## config.mk

```make
export PLATFORM = sky130hd
export DESIGN_NAME = ifu_prefetch
export DESIGN_NICKNAME = d
export VERILOG_FILES = /design/src/rtl/ifu_pkg.sv /design/src/rtl/ifu_fifo.sv /design/src/rtl/ifu_prefetch.sv
export SDC_FILE = /design/constraint.sdc
export NUM_CORES = 1
export LEC_CHECK = 0
export ABC_AREA = 1
export CAP_MARGIN = 0
export CORE_ASPECT_RATIO = 1.75
export CORE_MARGIN = 3
export CORE_UTILIZATION = 30
export DETAILED_ROUTE_END_ITERATION = 16
export MAX_ROUTING_LAYER = met4
export REMOVE_ABC_BUFFERS = 1
export SLEW_MARGIN = 5
export SYNTH_ARGS = -nofsm -noshare
export SYNTH_HDL_FRONTEND = slang
export SYNTH_HIERARCHICAL = 1
export SYNTH_SLANG_ARGS = --single-unit
```

## constraint.sdc

```tcl
create_clock -name sys_clk -period 9.4 [get_ports sys_clk]
set_input_delay 1.88 -clock sys_clk [delete_from_list [all_inputs] [get_ports sys_clk]]
set_output_delay 1.88 -clock sys_clk [all_outputs]
set_load 0.02 [all_outputs]
```

## src/rtl/ifu_pkg.sv

```systemverilog
// Shared types and constants for the instruction-fetch prefetch unit.
package ifu_pkg;

  localparam logic [31:0] IFU_RESET_PC = 32'h8000_0000;
  localparam int          IFU_INST_W   = 32;
  // Buffer entries hold the widest supported PC; narrower configurations zero-extend.
  localparam int          IFU_PC_MAX   = 64;

  typedef enum logic [1:0] {
    ST_REQ  = 2'd0,
    ST_WAIT = 2'd1,
    ST_DROP = 2'd2,
    ST_HALT = 2'd3
  } ifu_state_e;

  typedef struct packed {
    logic [IFU_PC_MAX-1:0] pc;
    logic [IFU_INST_W-1:0] inst;
    logic                  err;
  } ifu_entry_t;

  function automatic ifu_entry_t make_entry(input logic [IFU_PC_MAX-1:0] pc,
                                            input logic [IFU_INST_W-1:0] inst,
                                            input logic                  err);
    ifu_entry_t e;
    e.pc   = pc;
    e.inst = inst;
    e.err  = err;
    return e;
  endfunction

endpackage

```

## src/rtl/ifu_fifo.sv

```systemverilog
// Instruction buffer between the fetch FSM and decode: power-of-two circular FIFO
// with a synchronous flush that wins over push and pop.
module ifu_fifo import ifu_pkg::*; #(
  parameter int  DEPTH   = 4,
  parameter type entry_t = ifu_entry_t
) (
  input  logic                   sys_clk,
  input  logic                   sys_rst,
  input  logic                   push,
  input  logic                   pop,
  input  logic                   flush,
  input  entry_t                 wr_data,
  output entry_t                 rd_data,
  output logic                   full,
  output logic                   empty,
  output logic [$clog2(DEPTH):0] count
);

  localparam int AW = $clog2(DEPTH);
  localparam int CW = AW + 1;

  entry_t          mem [DEPTH];
  logic [AW-1:0]   wr_ptr;
  logic [AW-1:0]   rd_ptr;
  logic            do_push;
  logic            do_pop;

  assign full    = (count == CW'(DEPTH));
  assign empty   = (count == '0);
  assign do_push = push && !full && !flush;
  assign do_pop  = pop && !empty && !flush;
  assign rd_data = mem[rd_ptr];

  // Pointers wrap naturally because DEPTH is a power of two.
  always_ff @(posedge sys_clk) begin
    if (!sys_rst || flush) begin
      wr_ptr <= '0;
      rd_ptr <= '0;
      count  <= '0;
    end else begin
      if (do_push) wr_ptr <= wr_ptr + AW'(1);
      if (do_pop)  rd_ptr <= rd_ptr + AW'(1);
      count <= count + CW'(do_push) - CW'(do_pop);
    end
  end

  always_ff @(posedge sys_clk) begin
    if (do_push) mem[wr_ptr] <= wr_data;
  end

endmodule

```

## src/rtl/ifu_prefetch.sv

```systemverilog
// Instruction prefetcher: one outstanding fetch at a time, responses queued in
// ifu_fifo for decode, redirects restart the stream and discard stale data.
module ifu_prefetch import ifu_pkg::*; #(
  parameter int              XLEN     = 32,
  parameter int              DEPTH    = 4,
  parameter logic [XLEN-1:0] RESET_PC = XLEN'(IFU_RESET_PC)
) (
  input  logic            sys_clk,
  input  logic            sys_rst,
  input  logic            redirect_valid,
  input  logic [XLEN-1:0] redirect_pc,
  output logic            mem_req_valid,
  output logic [XLEN-1:0] mem_req_addr,
  input  logic            mem_req_ready,
  input  logic            mem_rsp_valid,
  input  logic [31:0]     mem_rsp_data,
  input  logic            mem_rsp_err,
  output logic            out_valid,
  input  logic            out_ready,
  output logic [31:0]     out_inst,
  output logic [XLEN-1:0] out_pc,
  output logic            out_err,
  output logic [1:0]      ifu_state
);

  localparam int CW = $clog2(DEPTH) + 1;

  ifu_state_e      state;
  ifu_state_e      next_state;
  logic [XLEN-1:0] fetch_pc;
  logic [XLEN-1:0] pending_pc;
  logic [CW-1:0]   count;
  logic            full;
  logic            empty;
  logic            push;
  logic            pop;
  logic            flush;
  logic            accept;
  ifu_entry_t      wr_entry;
  ifu_entry_t      head;

  always_ff @(posedge sys_clk) begin
    if (!sys_rst) state <= ST_REQ;
    else          state <= next_state;
  end

  // A redirect never cancels an issued request; it only marks its response stale (DROP).
  always_comb begin
    next_state = state;
    unique case (state)
      ST_REQ: begin
        if (accept) next_state = redirect_valid ? ST_DROP : ST_WAIT;
      end
      ST_WAIT: begin
        if (mem_rsp_valid)       next_state = (mem_rsp_err && !redirect_valid) ? ST_HALT : ST_REQ;
        else if (redirect_valid) next_state = ST_DROP;
      end
      ST_DROP: begin
        if (mem_rsp_valid) next_state = ST_REQ;
      end
      ST_HALT: begin
        if (redirect_valid) next_state = ST_REQ;
      end
      default: next_state = ST_REQ;
    endcase
  end

  always_comb begin
    mem_req_valid = 1'b0;
    push          = 1'b0;
    pop           = 1'b0;
    flush         = 1'b0;
    if (sys_rst) begin
      mem_req_valid = (state == ST_REQ) && (count < CW'(DEPTH));
      flush         = redirect_valid;
      push          = (state == ST_WAIT) && mem_rsp_valid && !redirect_valid && !full;
      pop           = !empty && out_ready && !redirect_valid;
    end
  end

  assign accept       = mem_req_valid && mem_req_ready;
  assign mem_req_addr = fetch_pc;

  always_ff @(posedge sys_clk) begin
    if (!sys_rst)            fetch_pc <= RESET_PC;
    else if (redirect_valid) fetch_pc <= redirect_pc;
    else if (accept)         fetch_pc <= fetch_pc + XLEN'(4);
  end

  // The issued address is kept so the response is tagged even after fetch_pc moves on.
  always_ff @(posedge sys_clk) begin
    if (!sys_rst)    pending_pc <= '0;
    else if (accept) pending_pc <= fetch_pc;
  end

  assign wr_entry = make_entry(IFU_PC_MAX'(pending_pc), mem_rsp_data, mem_rsp_err);

  ifu_fifo #(
    .DEPTH   (DEPTH),
    .entry_t (ifu_entry_t)
  ) u_fifo (
    .sys_clk (sys_clk),
    .sys_rst (sys_rst),
    .push    (push),
    .pop     (pop),
    .flush   (flush),
    .wr_data (wr_entry),
    .rd_data (head),
    .full    (full),
    .empty   (empty),
    .count   (count)
  );

  assign out_valid = sys_rst && !empty;
  assign out_inst  = out_valid ? head.inst : '0;
  assign out_pc    = out_valid ? head.pc[XLEN-1:0] : '0;
  assign out_err   = out_valid && head.err;
  assign ifu_state = sys_rst ? state : ST_REQ;

  if (XLEN < IFU_PC_MAX) begin : g_pc_hi
    logic unused_pc_hi;
    assign unused_pc_hi = |head.pc[IFU_PC_MAX-1:XLEN];
  end

endmodule

```

# Word-level counts from Yosys, hierarchy flattened
# Memories as Yosys holds them, arrays and structs flattened. A register that Yosys moved wholly into a read port is not among the register bits.
# Index checks and enable logic that the tools add are counted.
# word_totals
reg_bits	73
mem_bits_rw	260
input_bits	71
word_cells	66
output_inout_bits	101
mem_count	1
# mem_list
name	depth	word_bits	rd	rd_ports_with_merged_regs	write_ports	line	rtl
u_fifo.mem	4	65	1	1	1	ifu_fifo.sv:22	entry_t mem [DEPTH];
# classes
mux	21
reduce_logical	24
n_lt_le_gt_ge	1
eq_ne	8
n_addsub	5
# ops
cell	count
32-bit 2-to-1 mux	4
32-bit by 3-bit adder with 32-bit output (second input constant)	1
2-bit 2-to-1 mux	10
1-bit logical AND	14
2-bit one-hot mux with 4 select lines	1
1-bit 2-to-1 mux	6
2-bit != test (second input constant)	3
1-bit zero test	5
2-bit by 1-bit adder with 2-bit output (second input constant)	2
2-bit equality test (second input constant)	2
4-bit AND reduction	1
3-bit by 1-bit adder with 3-bit output	1
3-bit equality test (second input constant)	1
3-bit zero test	1
3-bit < comparator (second input constant)	1
3-bit != test (second input constant)	1
3-bit by 1-bit subtractor with 3-bit output	1
2-bit by 1-bit equality test with 1-bit output (second input constant)	1
2-bit zero test	1
2-bit nonzero test	1
1-bit logical OR	1

# Longest topological paths before layout
# logic_depth
word_depth	9
depth_mapped	12
mapped_depth_nobuf	12

# Modules after synthesis
# The synthesis kept the hierarchy.
# modules_own_cells
mod	cells_each	area_each_um2	instances	seq_area_each_um2
ifu_fifo	1008	14838.0	1	11831.3
ifu_prefetch	675	3958.8	1	1321.3

# Worst setup path after synthesis
# No wires, ideal clock.
# synth_timing
path_type	in2reg
start	in redirect_valid
end	mem u_fifo/mem[0][0] (netlist name), enable pin
required_ps	8846
path_slack_ps	1842
n_path_buf	1
stages	6
arrival_time_ps	7004
setup_ps	554
path_cell_list	buf_2 > nor2_1 > inv_1 > nor3_1 > nand3_1 > nor2_1
# synth_between
elab_chain_cells	8
elab_cells_between_ends	10
cone_classes	mux: 4; reduce/logical: 6
# synth_lines
item	line	rtl
from (decl)	ifu_prefetch.sv:10	input logic redirect_valid,
1-bit zero test	ifu_prefetch.sv:76	push = (state == ST_WAIT) && mem_rsp_valid && !redirect_valid && !full;
1-bit logical AND (2 in a row)	ifu_prefetch.sv:76	
1-bit 2-to-1 mux	ifu_prefetch.sv:73	if (sys_rst) begin
named net push	ifu_prefetch.sv:35	logic push;
1-bit logical AND (2 in a row)	ifu_fifo.sv:30	assign do_push = push && !full && !flush;
1-bit 2-to-1 mux	ifu_fifo.sv:48	if (do_push) mem[wr_ptr] <= wr_data;
1-bit 2-to-1 mux (implied by the code)	ifu_fifo.sv:48	
to (decl)	ifu_fifo.sv:22	
# The timed path passes the listed nets, and every way through them passes these cells.

# Worst setup path after layout
# layout_timing
start	in sys_rst
end	out out_pc[18]
# layout_between
elab_chain_cells	2
# layout_lines
item	line	rtl
from (decl)	ifu_prefetch.sv:9	input logic sys_rst,
1-bit logical AND	ifu_prefetch.sv:114	assign out_valid = sys_rst && !empty;
32-bit 2-to-1 mux	ifu_prefetch.sv:116	assign out_pc = out_valid ? head.pc[XLEN-1:0] : '0;
to (decl)	ifu_prefetch.sv:21	output logic [XLEN-1:0] out_pc,
# No other way between the ends.

==> results.sh <==
export IMPL_outcome="complete, no violations"
export IMPL_hp_class="reg2reg"
export IMPL_grt_pass1_vias=9787
export IMPL_path_clk_slew_ps=70
export IMPL_p_per_area_mw_per_mm2=176
export IMPL_fin_setup_tns_ps=0
export IMPL_post_cts_buffers=0
export IMPL_critical_path_buf_inv_count=5
export IMPL_gp_congestion=0.894
export IMPL_die_height_um=293
export IMPL_via_per_inst=4.70
export IMPL_overflow=0
export IMPL_crit_type="in2out"
export IMPL_drc_errors=0
export IMPL_slowest_stage="inv_2"
export IMPL_required_ps=7520
export IMPL_numCtsBuffers=29
export IMPL_cts_path_max_buffers=3
export IMPL_row_count=104
export IMPL_mostFrequentLayoutCells="260 x edfxtp_1, 250 x nor2_1, 215 x nand2_1"
export IMPL_finalMaxSlewViolations=0
export IMPL_syn_to_final_growth_pct=22.3
export IMPL_grt_pass1_wl_mm=55.8
export IMPL_max_stage_delay_ps=910
export IMPL_fill_cells=4509
export IMPL_ctsResizeCount=0
export IMPL_h_tree_depth=1
export IMPL_clock_latency_ps=550
export IMPL_multiInputGateArea_mm2=0.00388
export IMPL_p_leak_nw=6.15
export IMPL_maxCapViolCount=0
export IMPL_finalCritPeriodShare=0.745
export IMPL_regArea_mm2=0.00931
export IMPL_netlist_area_mm2=0.0141
export IMPL_pin_count=172
export IMPL_fin_crit_ps=7000
export IMPL_crit_family="buffers and inverters"
export IMPL_drtIter0Drc=460
export IMPL_fmax_mhz=143
export IMPL_cp_data_arrival_time_ps=5120
export IMPL_dieArea_mm2=0.0497
export IMPL_vias=9966
export IMPL_initial_utilization=0.305
export IMPL_grt_max_degree=113
export IMPL_crit_fanout=65
export IMPL_mostFrequentLayoutCell="edfxtp_1"
export IMPL_ir_worst_vdd_mv=0.0973
export IMPL_hpwl_mm=23.7
export IMPL_cp_start_kind="input pin"
export IMPL_postCtsHoldBufs=0
export IMPL_wl_mm=36.3
export IMPL_drive_gt1_frac=0.0514
export IMPL_cp_cell_sequence="clkdlybuf4s50_1, inv_2, nor2_1, inv_2, buf_4, nor2_1, clkdlybuf4s50_1"
export IMPL_core_area_mm2=0.0462
export IMPL_grt_usage=0.147
export IMPL_syn_avg_cell_area_um2=10.2
export IMPL_worst_slew_pin_slew_ps=1110
export IMPL_cts_sinks=335
export IMPL_hold_violations=0
export IMPL_wl_per_cell_um=17.1
export IMPL_firstDrtPassIters=4
export IMPL_fin_worst_skew_ps=20.2
export IMPL_antenna_cells=0
export IMPL_setup_viol=0
export IMPL_yosys_warnings=6
export IMPL_cts_root_buf="clkbuf_16"
export IMPL_fin_nets=1595
export IMPL_relSlewSlack=0.262
export IMPL_rsz0062_at_grt="false"
export IMPL_postLayoutSetupSlackWorst_ps=2400
export IMPL_antenna_found_initial=0
export IMPL_ant_nets=0
export IMPL_syn_inst=1378
export IMPL_end_kind="output port"
export IMPL_cts_tree="yes"
export IMPL_die_x_um=170
export IMPL_io_buffers=171
export IMPL_dpl_worst_slack_ps=2330
==> layer usage <==
layer / track usage / wire, um
met1: 0.171 / 14800
met2: 0.261 / 18900
met3: 0.0115 / 1320
met4: 0.0576 / 1350
met5: - / 0
==> area by class of cell <==
class                   count  area share
clock buffers              37      0.0456
clock inverters            15      0.0130
inverters                 138      0.0302
multi-input cells         831       0.225
flip-flops and latches    335       0.540
well taps                 583      0.0423
repair buffers            181       0.104
==> per-stage QoR <==
stage                     hold slack, ps   util  cell area [um^2]  power [mW]  std cells
after CTS                            493  0.373             17200        3.07       2120
after floorplan                      455      -             13700        1.73       1304
after global routing                 515  0.373             17200        3.16       2120
after global placement               477  0.351             16200        1.82       2068
after detailed placement             484  0.351             16200        1.82       2068
final                                494  0.373             17200        3.04       2120
==> sequential cells by signal, indices dropped and copies added, names as in the netlist, named ones only <==
| name | cells |
|---|---|
| u_fifo/count | 3 |
| u_fifo/rd_ptr | 2 |
| pending_pc | 32 |
| u_fifo/wr_ptr | 2 |
| u_fifo/mem | 260 |
| mem_req_addr | 32 |
| state | 2 |
==> where the power goes <==
part	switching (mW)	internal, mW
Sequential	0.0291	1.61
Clock	0.522	0.732
Combinational	0.0826	0.0643
Total	0.633	2.41
==> worst reg2reg max path: stages (launching register included) <==
cell     delay (ps)
dfxtp_1         380
nor2_1          180
nand2_1          90
nor3_1          270
nand3_1         440
nor2_4          750
buf_4           680
==> worst paths after layout <==
kind,start,end,slack (ps),cells after the start
max,sys_rst,out_pc[18],2400,7
min,mem_req_addr[1]$_SDFFE_PN0P_,pending_pc[1]$_SDFFE_PN0P_,490,2
max reg2reg,state[1]$_SDFFE_PN0P_,u_fifo/mem[2][55]$_DFFE_PP_,6190,6
min reg2reg,mem_req_addr[1]$_SDFFE_PN0P_,pending_pc[1]$_SDFFE_PN0P_,490,2
Power figures use the tool's default switching activity.
